**src/rtl/uart_tx_queue.sv**
```systemverilog
// rtl/uart_tx_queue.sv - buffered 8N1 UART transmitter with doorbell-fed FIFO
module uart_tx_queue #(
    parameter int CLK_FREQ = 27_000_000,
    parameter int BAUD     = 115200,
    parameter int DEPTH    = 8
) (
    input  logic                     clk,
    input  logic                     rst_n,
    input  logic [7:0]               data_in,
    input  logic                     doorbell,
    input  logic                     ovf_clr,
    output logic                     tx,
    output logic                     busy,
    output logic                     empty,
    output logic                     full,
    output logic [$clog2(DEPTH):0]   count,
    output logic                     overflow
);

    // Clocks per bit; the baud counter runs 0..DIV-1 within each bit.
    localparam int DIV = CLK_FREQ / BAUD;
    localparam int AW  = $clog2(DEPTH);
    localparam int BCW = $clog2(DIV);
    localparam logic [BCW-1:0] BAUD_LAST = BCW'(DIV - 1);

    typedef enum logic [1:0] {
        S_IDLE  = 2'd0,
        S_START = 2'd1,
        S_DATA  = 2'd2,
        S_STOP  = 2'd3
    } state_t;

    // Storage and registered state
    logic [7:0]     r_mem [DEPTH];
    logic [AW:0]    r_wptr;
    logic [AW:0]    r_rptr;
    logic           r_overflow;
    state_t         r_state;
    logic           r_tx;
    logic [7:0]     r_shift;
    logic [BCW-1:0] r_baud;
    logic [2:0]     r_bit;

    // Next-state values from the serializer process
    state_t         w_state_nxt;
    logic           w_tx_nxt;
    logic [7:0]     w_shift_nxt;
    logic [BCW-1:0] w_baud_nxt;
    logic [2:0]     w_bit_nxt;
    logic           w_pop;

    // FIFO status, derived only from the registered pointers
    logic           w_empty;
    logic           w_full;
    logic           w_push;
    logic           w_drop;
    logic           w_baud_last;
    logic [7:0]     w_head;

    assign w_empty     = (r_wptr == r_rptr);
    assign w_full      = (r_wptr[AW] != r_rptr[AW]) &&
                         (r_wptr[AW-1:0] == r_rptr[AW-1:0]);
    assign w_head      = r_mem[r_rptr[AW-1:0]];
    assign w_baud_last = (r_baud == BAUD_LAST);

    // A pop on the same edge frees the slot, so a push into a full FIFO is
    // still accepted in that case.
    assign w_push = doorbell && (!w_full || w_pop);
    assign w_drop = doorbell && w_full && !w_pop;

    // Serializer next-state and datapath: one frame = start, 8 data LSB first, stop
    always_comb begin
        w_state_nxt = r_state;
        w_tx_nxt    = r_tx;
        w_shift_nxt = r_shift;
        w_baud_nxt  = r_baud + 1'b1;
        w_bit_nxt   = r_bit;
        w_pop       = 1'b0;
        case (r_state)
            S_IDLE: begin
                w_tx_nxt   = 1'b1;
                w_baud_nxt = '0;
                w_bit_nxt  = '0;
                if (!w_empty) begin
                    w_pop       = 1'b1;
                    w_shift_nxt = w_head;
                    w_tx_nxt    = 1'b0;
                    w_state_nxt = S_START;
                end
            end
            S_START: begin
                if (w_baud_last) begin
                    w_baud_nxt  = '0;
                    w_bit_nxt   = '0;
                    w_tx_nxt    = r_shift[0];
                    w_state_nxt = S_DATA;
                end
            end
            S_DATA: begin
                if (w_baud_last) begin
                    w_baud_nxt = '0;
                    if (r_bit == 3'd7) begin
                        w_tx_nxt    = 1'b1;
                        w_state_nxt = S_STOP;
                    end else begin
                        w_bit_nxt   = r_bit + 3'd1;
                        w_tx_nxt    = r_shift[1];
                        w_shift_nxt = {1'b0, r_shift[7:1]};
                    end
                end
            end
            S_STOP: begin
                if (w_baud_last) begin
                    w_baud_nxt = '0;
                    if (!w_empty) begin
                        // Chain straight into the next frame with no idle gap
                        w_pop       = 1'b1;
                        w_shift_nxt = w_head;
                        w_tx_nxt    = 1'b0;
                        w_state_nxt = S_START;
                    end else begin
                        w_state_nxt = S_IDLE;
                    end
                end
            end
            default: begin
                w_tx_nxt    = 1'b1;
                w_baud_nxt  = '0;
                w_bit_nxt   = '0;
                w_state_nxt = S_IDLE;
            end
        endcase
    end

    // Serializer registers; tx comes straight from a flop
    always_ff @(posedge clk or negedge rst_n) begin
        if (!rst_n) begin
            r_state <= S_IDLE;
            r_tx    <= 1'b1;
            r_shift <= '0;
            r_baud  <= '0;
            r_bit   <= '0;
        end else begin
            r_state <= w_state_nxt;
            r_tx    <= w_tx_nxt;
            r_shift <= w_shift_nxt;
            r_baud  <= w_baud_nxt;
            r_bit   <= w_bit_nxt;
        end
    end

    // FIFO pointers and sticky overflow flag (a set beats a same-edge clear)
    always_ff @(posedge clk or negedge rst_n) begin
        if (!rst_n) begin
            r_wptr     <= '0;
            r_rptr     <= '0;
            r_overflow <= 1'b0;
        end else begin
            if (w_push) begin
                r_wptr <= r_wptr + 1'b1;
            end
            if (w_pop) begin
                r_rptr <= r_rptr + 1'b1;
            end
            if (w_drop) begin
                r_overflow <= 1'b1;
            end else if (ovf_clr) begin
                r_overflow <= 1'b0;
            end
        end
    end

    // FIFO storage write; contents need no reset since pointers gate reads
    always_ff @(posedge clk) begin
        if (w_push) begin
            r_mem[r_wptr[AW-1:0]] <= data_in;
        end
    end

    assign tx       = r_tx;
    assign busy     = (r_state != S_IDLE);
    assign empty    = w_empty;
    assign full     = w_full;
    assign count    = r_wptr - r_rptr;
    assign overflow = r_overflow;

endmodule

```
**config.mk**
```make
export PLATFORM = sky130hd
export DESIGN_NAME = uart_tx_queue
export DESIGN_NICKNAME = d
export VERILOG_FILES = /design/src/rtl/uart_tx_queue.sv
export SDC_FILE = /design/constraint.sdc
export NUM_CORES = 1
export LEC_CHECK = 0
export CAP_MARGIN = 20
export CORE_UTILIZATION = 57
export CTS_CLUSTER_DIAMETER = 80
export DETAILED_ROUTE_END_ITERATION = 8
export DONT_BUFFER_PORTS = 1
export PLACE_DENSITY = 0.86
export SLEW_MARGIN = 20
export SYNTH_ARGS = -nofsm -noshare
export SYNTH_HDL_FRONTEND = slang
export SYNTH_SLANG_ARGS = --single-unit
```
**constraint.sdc**
```tcl
create_clock -name clk -period 3 [get_ports clk]
set_input_delay 0.15 -clock clk [delete_from_list [all_inputs] [get_ports clk]]
set_output_delay 0.15 -clock clk [all_outputs]
set_load 0.01 [all_outputs]
```
# == After elaboration in Yosys (flattened, before gate mapping) ==
# Memories as Yosys holds them, arrays and structs flattened.
# Cells that the tools add are included.
# word_totals
reg_bits,31
ram_bits,64
in_bits,12
output_inout_bits,9
elab_cells,78
n_memories,1
# op_classes
n_addsub,5
n_eq_ne,15
mux,32
reduce_logical,17
# mem_list
memory,words,width,read_ports,rd_ports_with_merged_regs,write_ports,line,rtl
r_mem,8,8,1,0,1,34,logic [7:0] r_mem [DEPTH];
# ops
cell,n
$mux 8,5
$pmux 8 s3,1
$pmux 8 s2,1
$ne 2x2->1 const B,7
$mux 1,13
$reduce_and 4->1,3
$mux 2,5
$mux 3,3
$pmux 3 s3,1
$add 4x1->4 const B,2
$add 8x1->8 const B,1
$eq 8x8->1 const B,1
$pmux 2 s4,1
$reduce_bool 3->1,2
$reduce_and 5->1,1
$eq 2x2->1 const B,2
$eq 4x4->1,1
$logic_and 1x1->1,4
$pmux 1 s4,1
$reduce_bool 2->1,2
$sub 4x4->4,1
$add 3x1->3 const B,1
$eq 3x3->1,1
$eq 3x3->1 const B,1
7 further kinds,8

# == Longest topological paths before layout ==
# Gate-level depths: netlist (run 1).
# logic_depth
ltp_word,8
depth_mapped,8
mapped_depth_nobuf,6

# == Least setup slack after synthesis (run 1) ==
# OpenSTA, ideal clock, no wires.
# synth_path
path_kind,register to register
from,register r_rptr[1]
to,memory r_mem[5][0] (enable)
setup_ns,0.398
t_arrival_ns,2.615
required_time_ns,2.602
path_slack_ns,-0.013
stages_incl_launch_ff,9
path_buffers,2
period_less_slack_ns,3.013
cell_sequence,dfrtp_1 > clkbuf_2 > clkinv_1 > ha_1 > nand3_1 > nor3_1 > and2_1 > buf_2 > nor4b_1
# synth_via
elab_chain_cells,8
word_cells_on_any_way,11
cone_classes,eq/ne (2); mux (5); reduce/logical (4)
# synth_lines
element,line,rtl
start: declaration,36,logic [AW:0] r_rptr;
start signal: assignment,163,r_rptr <= r_rptr + 1'b1;
$eq 4x4->1,60,assign w_empty = (r_wptr == r_rptr);
$mux 1,"84, 115",
$mux 1,113,if (w_baud_last) begin
$pmux 1 s2,79,case (r_state)
$logic_or 1x1->1 (*),68,assign w_push = doorbell && (!w_full || w_pop);
$logic_and 1x1->1 (*),68,
$mux 1 (*),175,if (w_push) begin
$mux 1 (implied by the code) (*),176,r_mem[r_wptr[AW-1:0]] <= data_in;
end: declaration,34,
# Mark *: on every way between the ends. The rest lies on a longest branch, timed or not.

# == Worst setup path in the final report (run 1) ==
# layout_path
from,register r_state[0]
to,memory r_mem[5][1] (enable)
# layout_via
elab_chain_cells,6
word_cells_on_any_way,7
cone_classes,eq/ne (1); mux (3); reduce/logical (3)
# layout_lines
element,line,rtl
start: declaration,38,state_t r_state;
start signal: assignment,144,r_state <= w_state_nxt;
$eq 2x2->1 or $logic_not 2->1 (tied branches),79,
$pmux 1 s2 (*),79,
$logic_or 1x1->1 (*),68,
$logic_and 1x1->1 (*),68,
$mux 1 (*),175,
$mux 1 (implied by the code) (*),176,
# Marks and branches as above.

==> results of run 1 <==
==> layout make-up <==
type / instances / share of cell area (%)
clock inverter: 7 / 1.78
timing repair buffer: 24 / 4.55
clock buffer: 9 / 2.56
inverter: 14 / 1.09
tap: 99 / 2.56
sequential: 95 / 55.8
multi-input combinational: 170 / 31.7
==> flip-flops by register name, summed over array words and instances, names as in the netlist <==
register	flops
r_rptr	4
r_baud	8
r_shift	8
r_state	2
r_bit	3
r_mem	64
tx	1
r_wptr	4
overflow	1
==> worst max-delay path, cell delays in order (launching register included) <==
cell and delay [ns]:
dfrtp_1 0.45, inv_1 0.13, ha_1 0.39, nand4b_1 0.29, and2_1 0.29, nor4b_2 0.79
==> per-layer routing <==
metal / track usage, % / vias up / wire [um]
li1: - / 1149 / -
met1: 29.8 / 1224 / 3480
met2: 37.5 / 62 / 4070
met3: 5.26 / 11 / 341
met4: 7.50 / 0 / 150
met5: 0 / - / 0
==> synthesized netlist by cell type, drive strengths merged <==
| cell | n |
|---|---|
| edfxtp | 64 |
| a211o | 1 |
| nand4b | 2 |
| nor3 | 4 |
| buf | 7 |
| nand2 | 12 |
| or3 | 2 |
| nand2b | 1 |
| a31oi | 2 |
| xnor2 | 10 |
| mux2i | 8 |
| o21ai | 21 |
| a21oi | 8 |
| nor2b | 1 |
| nor2 | 14 |
| clkinv | 1 |
| o31ai | 3 |
| nor4bb | 1 |
| a22o | 4 |
| clkbuf | 3 |
| ha | 15 |
| inv | 13 |
| o22ai | 1 |
| mux2 | 10 |
| a21o | 1 |
| nand4 | 2 |
| or2 | 2 |
| nor4 | 7 |
| a21boi | 1 |
| and2 | 1 |
| nand3 | 5 |
| nand3b | 1 |
| and3b | 2 |
| nor4b | 2 |
| and3 | 1 |
| dfstp | 1 |
| xor2 | 6 |
| o211a | 1 |
| dfrtp | 30 |
| fa | 1 |
| and4b | 1 |
| mux4 | 16 |
==> final timing paths <==
| check | start | slack [ns] | end |
|---|---|---|---|
| setup reg to reg | r_state[0] | 0.27 | r_mem[5][1] |
| setup / recovery | r_state[0] | 0.27 | r_mem[5][1] |
| min in group asynchronous | rst_n | 0.23 | r_baud[3] |
| max in group asynchronous | rst_n | 2.54 | tx |
| hold reg to reg | r_baud[0] | 0.50 | r_baud[0] |
| hold / removal | doorbell | 0.09 | r_wptr[3] |
==> kinds of logic after synthesis <==
family / count (synthesis) / share of synthesized area (%)
buffers and inverters: 24 / 2.76
xor gates and xnor gates: 16 / 3.40
muxes: 34 / 13.1
AOI/OAI and AO/OA: 43 / 6.07
and+or+nand+nor: 61 / 7.83
DFF: 95 / 62.1
adders and majority gates: 16 / 4.78
==> metrics by stage <==
| step | instances | util [%] | power (mW) |
|---|---|---|---|
| 6_report | 418 | 66.0 | 4.85 |
| 5_1_grt | 418 | 66.0 | 5.17 |
| 4_1_cts | 418 | 66.0 | 4.89 |
| 3_5_place_dp | 390 | 61.4 | 3.96 |
| 3_3_place_gp | 390 | 61.4 | 3.89 |
| 2_1_floorplan | 289 | - | 3.52 |
==> report_power, final <==
part           leakage, nW  switching [mW]  internal (mW)  total, mW
Sequential           0.971           0.204           1.73       1.93
Combinational        0.743            1.13          0.914       2.04
Clock                0.104           0.476          0.404      0.880
Total                 1.82            1.81           3.05       4.85
==> cell usage in the layout, fill, tap and decap left out, drive strengths merged, types with 7 or more instances in the layout <==
master / synthesis / layout
edfxtp: 64 / 64
dlygate4sd3: 0 / 11
inv: 13 / 17
o21ai: 21 / 21
nor2: 14 / 14
ha: 15 / 15
mux2i: 8 / 8
clkbuf: 3 / 9
mux4: 16 / 16
xnor2: 10 / 10
nor4: 7 / 7
buf: 7 / 13
mux2: 10 / 10
a21oi: 8 / 8
nand2: 12 / 12
dfrtp: 30 / 30
==> what timing repair did <==
item | 4_1_cts | 5_1_grt
setup endpoints to repair | 0 | 0
hold buffers | 12 | 0
hold endpoints to repair | 96 | 0
==> impl_metrics.json, run 1 <==
{
  "numClockSinks": 95,
  "vias_per_cell": 5.85,
  "cts_resized": 0,
  "ff_latch_area_um2": 2700,
  "report.final.slew_viol_count": 0,
  "place_congestion": 0.866,
  "grt_pass1_wl_um": 12800,
  "ant_nets": 0,
  "critPathArrivalTime_ns": 2.71,
  "stdcell_area_um2": 4840,
  "cts_setup_buffers": 0,
  "max_freq_mhz": 367,
  "finalCriticalPeriod_ns": 2.73,
  "finalSetupTns_ns": 0,
  "grt_pass1_vias": 2438,
  "ir_worst_vdd_mv": 0.569,
  "dieHeight_um": 89.3,
  "avgSynthCellArea_um2": 15.0,
  "cp-end-kind": "flop",
  "drive_gt1_share_pct": 19.7,
  "yosysSeqAreaShare_pct": 62.1,
  "synth_cells": 289,
  "status": "finished clean",
  "rsz0062_at_grt": "false",
  "tightest_slew_ns": 0.916,
  "slew_headroom_pct": 38.7,
  "yosys.area.top_type": "edfxtp_1",
  "cts-htree-levels": 3,
  "wl_um": 8040,
  "grt_usage_pct": 22.7,
  "holdPathStages": 3,
  "vias": 2446,
  "antenna_cells": 0,
  "nFillCells": 492,
  "grt_max_degree": 32,
  "setup_violations": 0,
  "hold_viol_final": 0,
  "antenna_found_initial": 0,
  "yosys.area.top_type_share_pct": 44.2,
  "port_buffers": 0,
  "cp.required_ns": 2.99,
  "clkTransAtPathRegs_ns": 0.10,
  "critical_path.max_fanout": 8,
  "num_io_pins": 21,
  "synth.distinct_cells": 56,
  "root_buffer": "clkbuf_8",
  "criticalPathCategory": "reg2reg",
  "hold_slack_ns": 0.0851,
  "drv_cap": 0,
  "dr.pass1.iters": 4,
  "dp_hpwl_um": 5470,
  "synth.top_cells.by_area": "edfxtp_1, dfrtp_1, mux4_2, ha_1, mux2_2",
  "synth_area_um2": 4350,
  "ys_seq_elements": 95,
  "initial_core_util_pct": 59.3,
  "synth_nets": 317,
  "powerDensity_nw_per_um2": 1000,
  "critPathLaunchType": "flop",
  "placed_area_um2": 4500,
  "multi_input_area_um2": 1530,
  "hp-class": "in2reg",
  "overflow": 0,
  "numCtsBuffers": 9,
  "worst_skew_pair.late_latency_ns": 0.36,
  "rows": 31,
  "r2r_cells": 5,
  "fin_crit_sh_pct": 90.9,
  "clk_path_buf_depth": 2,
  "timing.final.ws_setup_ns": 0.274,
  "die_w_um": 89.3,
  "avgRoutedWirePerCell_um": 19.2,
  "drc": 0,
  "nets": 342,
  "skew_ns": 0.0101,
  "drt_iter0_markers": 128,
  "dpl_worst_slack_ns": 0.317,
  "p_leak_nw": 1.82,
  "core_area_um2": 7330,
  "die_area_um2": 7980,
  "syn_to_final_growth_pct": 11.3,
  "yosys_warnings": 0,
  "cts_tree": "done"
}
(Power assumes the default switching activity.)
==> run 2: changes to the inputs <==
--- a/config.mk
+++ b/config.mk
@@ -6,11 +6,12 @@
 export NUM_CORES = 1
 export LEC_CHECK = 0
 export CAP_MARGIN = 20
-export CORE_UTILIZATION = 57
+export CORE_UTILIZATION = 59
+export CTS_BUF_LIST = sky130_fd_sc_hd__clkbuf_4
 export CTS_CLUSTER_DIAMETER = 80
 export DETAILED_ROUTE_END_ITERATION = 8
 export DONT_BUFFER_PORTS = 1
-export PLACE_DENSITY = 0.86
+export PLACE_DENSITY = 0.89
 export SLEW_MARGIN = 20
 export SYNTH_ARGS = -nofsm -noshare
 export SYNTH_HDL_FRONTEND = slang
==> impl_metrics.json, run 2 (synthesis gave the netlist of run 1 again) <==
{
  "status": "finished clean",
  "p_sw_share_pct": 38.6,
  "timing.final.ws_setup_ns": 0.178,
  "pwr-share-comb_pct": 43.8,
  "drive_gt1_share_pct": 20.4,
  "grt_pass1_wl_um": 13400,
  "antenna_found_initial": 1,
  "layout_common_cells": "edfxtp_1, dfrtp_1, o21ai_0, ha_1",
  "final_common_cell": "edfxtp_1",
  "clkPwrFrac_pct": 15.2,
  "root_buffer": "clkbuf_4",
  "powerDensity_nw_per_um2": 991,
  "drc": 0,
  "num_io_pins": 21,
  "skew_ns": 0.0132,
  "grt_pass1_vias": 2596,
  "avgRoutedWirePerCell_um": 20.1,
  "die_area_um2": 7710,
  "critical_path.max_fanout": 9,
  "criticalPathCategory": "reg2reg",
  "wl_um": 8360,
  "cts_tree": "done",
  "numClockSinks": 95,
  "stdcell_area_um2": 4800,
  "slew_headroom_pct": 30.8,
  "place_congestion": 0.848,
  "dr.pass1.iters": 4,
  "clk_path_buf_depth": 2,
  "tightest_slew_ns": 1.04,
  "internal_power_mw": 2.92,
  "dieHeight_um": 87.8,
  "nets": 341,
  "grt_max_degree": 32,
  "grt_usage_pct": 24.6,
  "max_freq_mhz": 354,
  "overflow": 0,
  "dp_hpwl_um": 5690,
  "p_leak_nw": 1.80,
  "report.final.slew_viol_count": 0,
  "cts-htree-levels": 3,
  "critPathArrivalTime_ns": 3.22,
  "worst_skew_pair.late_latency_ns": 0.44,
  "drv_cap": 0,
  "finalCriticalPeriod_ns": 2.82,
  "core_area_um2": 6940,
  "placed_area_um2": 4490,
  "clkTransAtPathRegs_ns": 0.16,
  "rows": 30,
  "nFillCells": 439,
  "hold_viol_final": 0,
  "initial_core_util_pct": 62.6,
  "largest_reg_flops": 64,
  "dpl_worst_slack_ns": -0.0207,
  "cp.required_ns": 3.40,
  "pwr-share-seq_pct": 40.9,
  "port_buffers": 0,
  "syn_to_final_growth_pct": 10.5,
  "fin_crit_sh_pct": 94.1,
  "p_sw_mw": 1.84,
  "hp-class": "in2async",
  "vias": 2534,
  "numCtsBuffers": 9,
  "ant_nets": 0,
  "die_w_um": 87.8,
  "rsz0062_at_grt": "false",
  "vias_per_cell": 6.11,
  "ir_worst_vdd_mv": 0.525,
  "cp-end-kind": "flop",
  "drt_iter0_markers": 148,
  "critPathLaunchType": "flop",
  "setup_violations": 0
}
-- run 2: critical path, stage by stage, from the launching register on --
cell and delay (ns):
dfrtp_1 0.59, clkinv_1 0.18, ha_1 0.34, nand3_1 0.22
nor3_2 0.39, and2_2 0.35, a22o_1 0.16, dlygate4sd3_1 0.54
-- run 2: worst paths after layout --
path	from	to	slack [ns]	cells past startpoint
max reg2reg	r_rptr[1]	overflow	0.18	7
min	rst_n	r_baud[5]	0.14	2
max in group asynchronous	rst_n	tx	2.62	2
max	r_rptr[1]	overflow	0.18	7
min in group clk	doorbell	r_mem[3][2]	0.21	2
min reg2reg	r_baud[0]	r_baud[0]	0.51	1
-- run 2: final cells by class --
cell class / instances / area [um2] / share of cell area (%)
diodes: 1 / 2.50 / 0.0521
clock buffers: 9 / 67.6 / 1.41
clock inverters: 7 / 86.3 / 1.80
inverters: 14 / 52.6 / 1.09
multi-input cells: 170 / 1560 / 32.6
flip-flops and latches: 95 / 2700 / 56.2
well taps: 96 / 120 / 2.50
repair buffers: 23 / 213 / 4.43
-- run 2: repair_timing --
action	in CTS	in global routing
setup buffers	0	0
hold buffers	12	0
endpoints found under the setup margin	8	9
gates resized for setup	1	3
hold endpoints to repair	98	0
-- run 2: per-stage QoR --
stage          power, mW  instances  util (%)  TNS, ns  hold slack (ns)
2_1_floorplan       3.52        289         -        0           -0.146
3_3_place_gp        3.86        386      64.7        0           -0.145
3_5_place_dp        3.97        386      64.7   -0.163           -0.145
4_1_cts             4.75        414      68.9        0            0.102
5_1_grt             5.07        415      69.2        0            0.115
6_report            4.76        415      69.2        0            0.136
-- run 2: metal layers --
layer	track usage [%]	routed length, um	up-vias
li1	-	-	1153
met1	29.5	3390	1300
met2	42.4	4390	66
met3	5.94	379	15
met4	10.6	197	0
met5	0	0	-
-- run 2: power by group through the flow --
stage	clock, mW	combinational, mW	sequential, mW
2_1_floorplan	0	1.61	1.90
3_3_place_gp	0	1.92	1.94
3_5_place_dp	0	1.99	1.97
4_1_cts	0.740	2.07	1.95
5_1_grt	0.792	2.29	1.98
6_report	0.725	2.09	1.95
==> run 3: changes to the inputs <==
--- a/config.mk
+++ b/config.mk
@@ -6,12 +6,13 @@
 export NUM_CORES = 1
 export LEC_CHECK = 0
 export CAP_MARGIN = 20
-export CORE_UTILIZATION = 59
+export CORE_UTILIZATION = 60
 export CTS_BUF_LIST = sky130_fd_sc_hd__clkbuf_4
 export CTS_CLUSTER_DIAMETER = 80
 export DETAILED_ROUTE_END_ITERATION = 8
 export DONT_BUFFER_PORTS = 1
-export PLACE_DENSITY = 0.89
+export PLACE_DENSITY = 0.87
+export SKIP_LAST_GASP = 1
 export SLEW_MARGIN = 20
 export SYNTH_ARGS = -nofsm -noshare
 export SYNTH_HDL_FRONTEND = slang
==> constraint.sdc (replaced) <==
create_clock -name clk -period 2.8 [get_ports clk]
set_input_delay 0.14 -clock clk [delete_from_list [all_inputs] [get_ports clk]]
set_output_delay 0.14 -clock clk [all_outputs]
set_load 0.01 [all_outputs]
==> impl_metrics.json, run 3 (synthesis gave the netlist of run 1 again) <==
{
  "status": "finished clean",
  "max_freq_mhz": 379,
  "r2r_cells": 6,
  "slew_headroom_pct": 57.0,
  "slowest_stage": "dlygate4sd3_1",
  "grt_pass1_vias": 2644,
  "cts_tree": "done",
  "stdcell_area_um2": 4810,
  "clk_path_buf_depth": 2,
  "drive_gt1_share_pct": 21.2,
  "crit_chain": "ha_1, nand3_1, nor3_2, and2_1, a22o_1, dlygate4sd3_1",
  "rsz0062_at_grt": "false",
  "grt_usage_pct": 25.0,
  "drc": 0,
  "tightest_slew_ns": 0.645,
  "port_buffers": 0,
  "die_w_um": 87.1,
  "setup_violations": 0,
  "dp_hpwl_um": 5750,
  "vias": 2532,
  "die_area_um2": 7590,
  "grt_pass1_wl_um": 13400,
  "path_buf_inv": 1,
  "syn_to_final_growth_pct": 10.7,
  "placed_area_um2": 4520,
  "holdPathStages": 2,
  "fin_crit_sh_pct": 94.2,
  "place_congestion": 0.814,
  "hold_viol_final": 0,
  "cts_setup_buffers": 0,
  "layout_common_cells": "edfxtp_1, dfrtp_1, o21ai_0, ha_1, buf_4",
  "critPathLaunchType": "flop",
  "p_leak_nw": 1.81,
  "clkTransAtPathRegs_ns": 0.16,
  "vias_per_cell": 6.07,
  "grt_max_degree": 32,
  "worst_skew_pair.late_latency_ns": 0.43,
  "cp_num_cells": 6,
  "drv_cap": 0,
  "ir_worst_vdd_mv": 0.591,
  "antenna_cells": 0,
  "crit_family": "simple AND/OR/NAND/NOR gates",
  "rows": 30,
  "cts-htree-levels": 3,
  "hp-class": "in2reg",
  "core_area_um2": 6910,
  "numClockSinks": 95,
  "ant_nets": 0,
  "dpl_worst_slack_ns": 0.166,
  "wl_um": 8540,
  "avgRoutedWirePerCell_um": 20.5,
  "nFillCells": 459,
  "overflow": 0,
  "root_buffer": "clkbuf_4",
  "drt_iter0_markers": 169,
  "criticalPathCategory": "reg2reg",
  "timing.final.ws_setup_ns": 0.161,
  "dr.pass1.iters": 5,
  "num_io_pins": 21,
  "final_common_cell": "edfxtp_1",
  "cp-end-kind": "flop",
  "fin_util_pct": 69.6,
  "initial_core_util_pct": 62.9,
  "nets": 344,
  "slowest_delay_ns": 0.54,
  "dieHeight_um": 87.1,
  "numCtsBuffers": 9,
  "finalCriticalPeriod_ns": 2.64,
  "powerDensity_nw_per_um2": 1060,
  "cp.required_ns": 3.18,
  "report.final.slew_viol_count": 0,
  "antenna_found_initial": 0,
  "critPathArrivalTime_ns": 3.02,
  "skew_ns": 0.0154,
  "critical_path.max_fanout": 9,
  "largest_reg_flops": 64
}
[run 3: final cells by class]
type,count,area [um2],share of cell area [%]
clock buffer,9,67.6,1.40
clock inverter,7,86.3,1.80
inverter,14,52.6,1.09
multi-input combinational,170,1550,32.2
sequential,95,2700,56.1
tap,96,120,2.50
timing repair buffer,26,235,4.89
[run 3: path summary, 6_finish.rpt]
path,from,endpoint,slack (ns)
setup / recovery,r_wptr[2],overflow,0.16
hold / removal,doorbell,r_wptr[0],0.03
setup reg to reg,r_wptr[2],overflow,0.16
hold reg to reg,r_baud[0],r_baud[0],0.50
max in group asynchronous,rst_n,tx,2.43
min in group asynchronous,rst_n,r_baud[7],0.13
[run 3: worst reg2reg max path: cells and delay by family, from the launching register on]
kind	cells	cell delay, ns
compound gates	1	0.19
fa+ha+maj	1	0.39
buf+inv	1	0.54
flops	1	0.52
simple gates	3	0.95
[run 3: timing repair]
item	4_1_cts	5_1_grt
hold buffers	12	0
gates resized for setup	0	1
setup endpoints to repair	0	1
hold endpoints to repair	97	0
[run 3: report_power, final]
group	internal (mW)	switching, mW
Clock	0.291	0.485
Combinational	0.996	1.25
Sequential	1.85	0.234
Total	3.14	1.97
[run 3: layer usage]
layer / global-route usage, % / share of wire [%] / vias up
met5: 0 / 0 / -
met1: 30.7 / 40 / 1280
met4: 11.8 / 2.3 / 0
met3: 5.50 / 4.8 / 20
met2: 42.4 / 53 / 77
li1: - / - / 1155
[run 3: stage by stage]
stage | hold slack [ns] | cells | TNS, ns | total power [mW]
after floorplan | -0.156 | 289 | -6.20 | 3.77
after global routing | 0.0212 | 417 | 0 | 5.44
after global placement | -0.155 | 389 | 0 | 4.17
final | 0.0320 | 417 | 0 | 5.11
after CTS | 0.0132 | 417 | 0 | 5.10
after detailed placement | -0.155 | 389 | 0 | 4.29
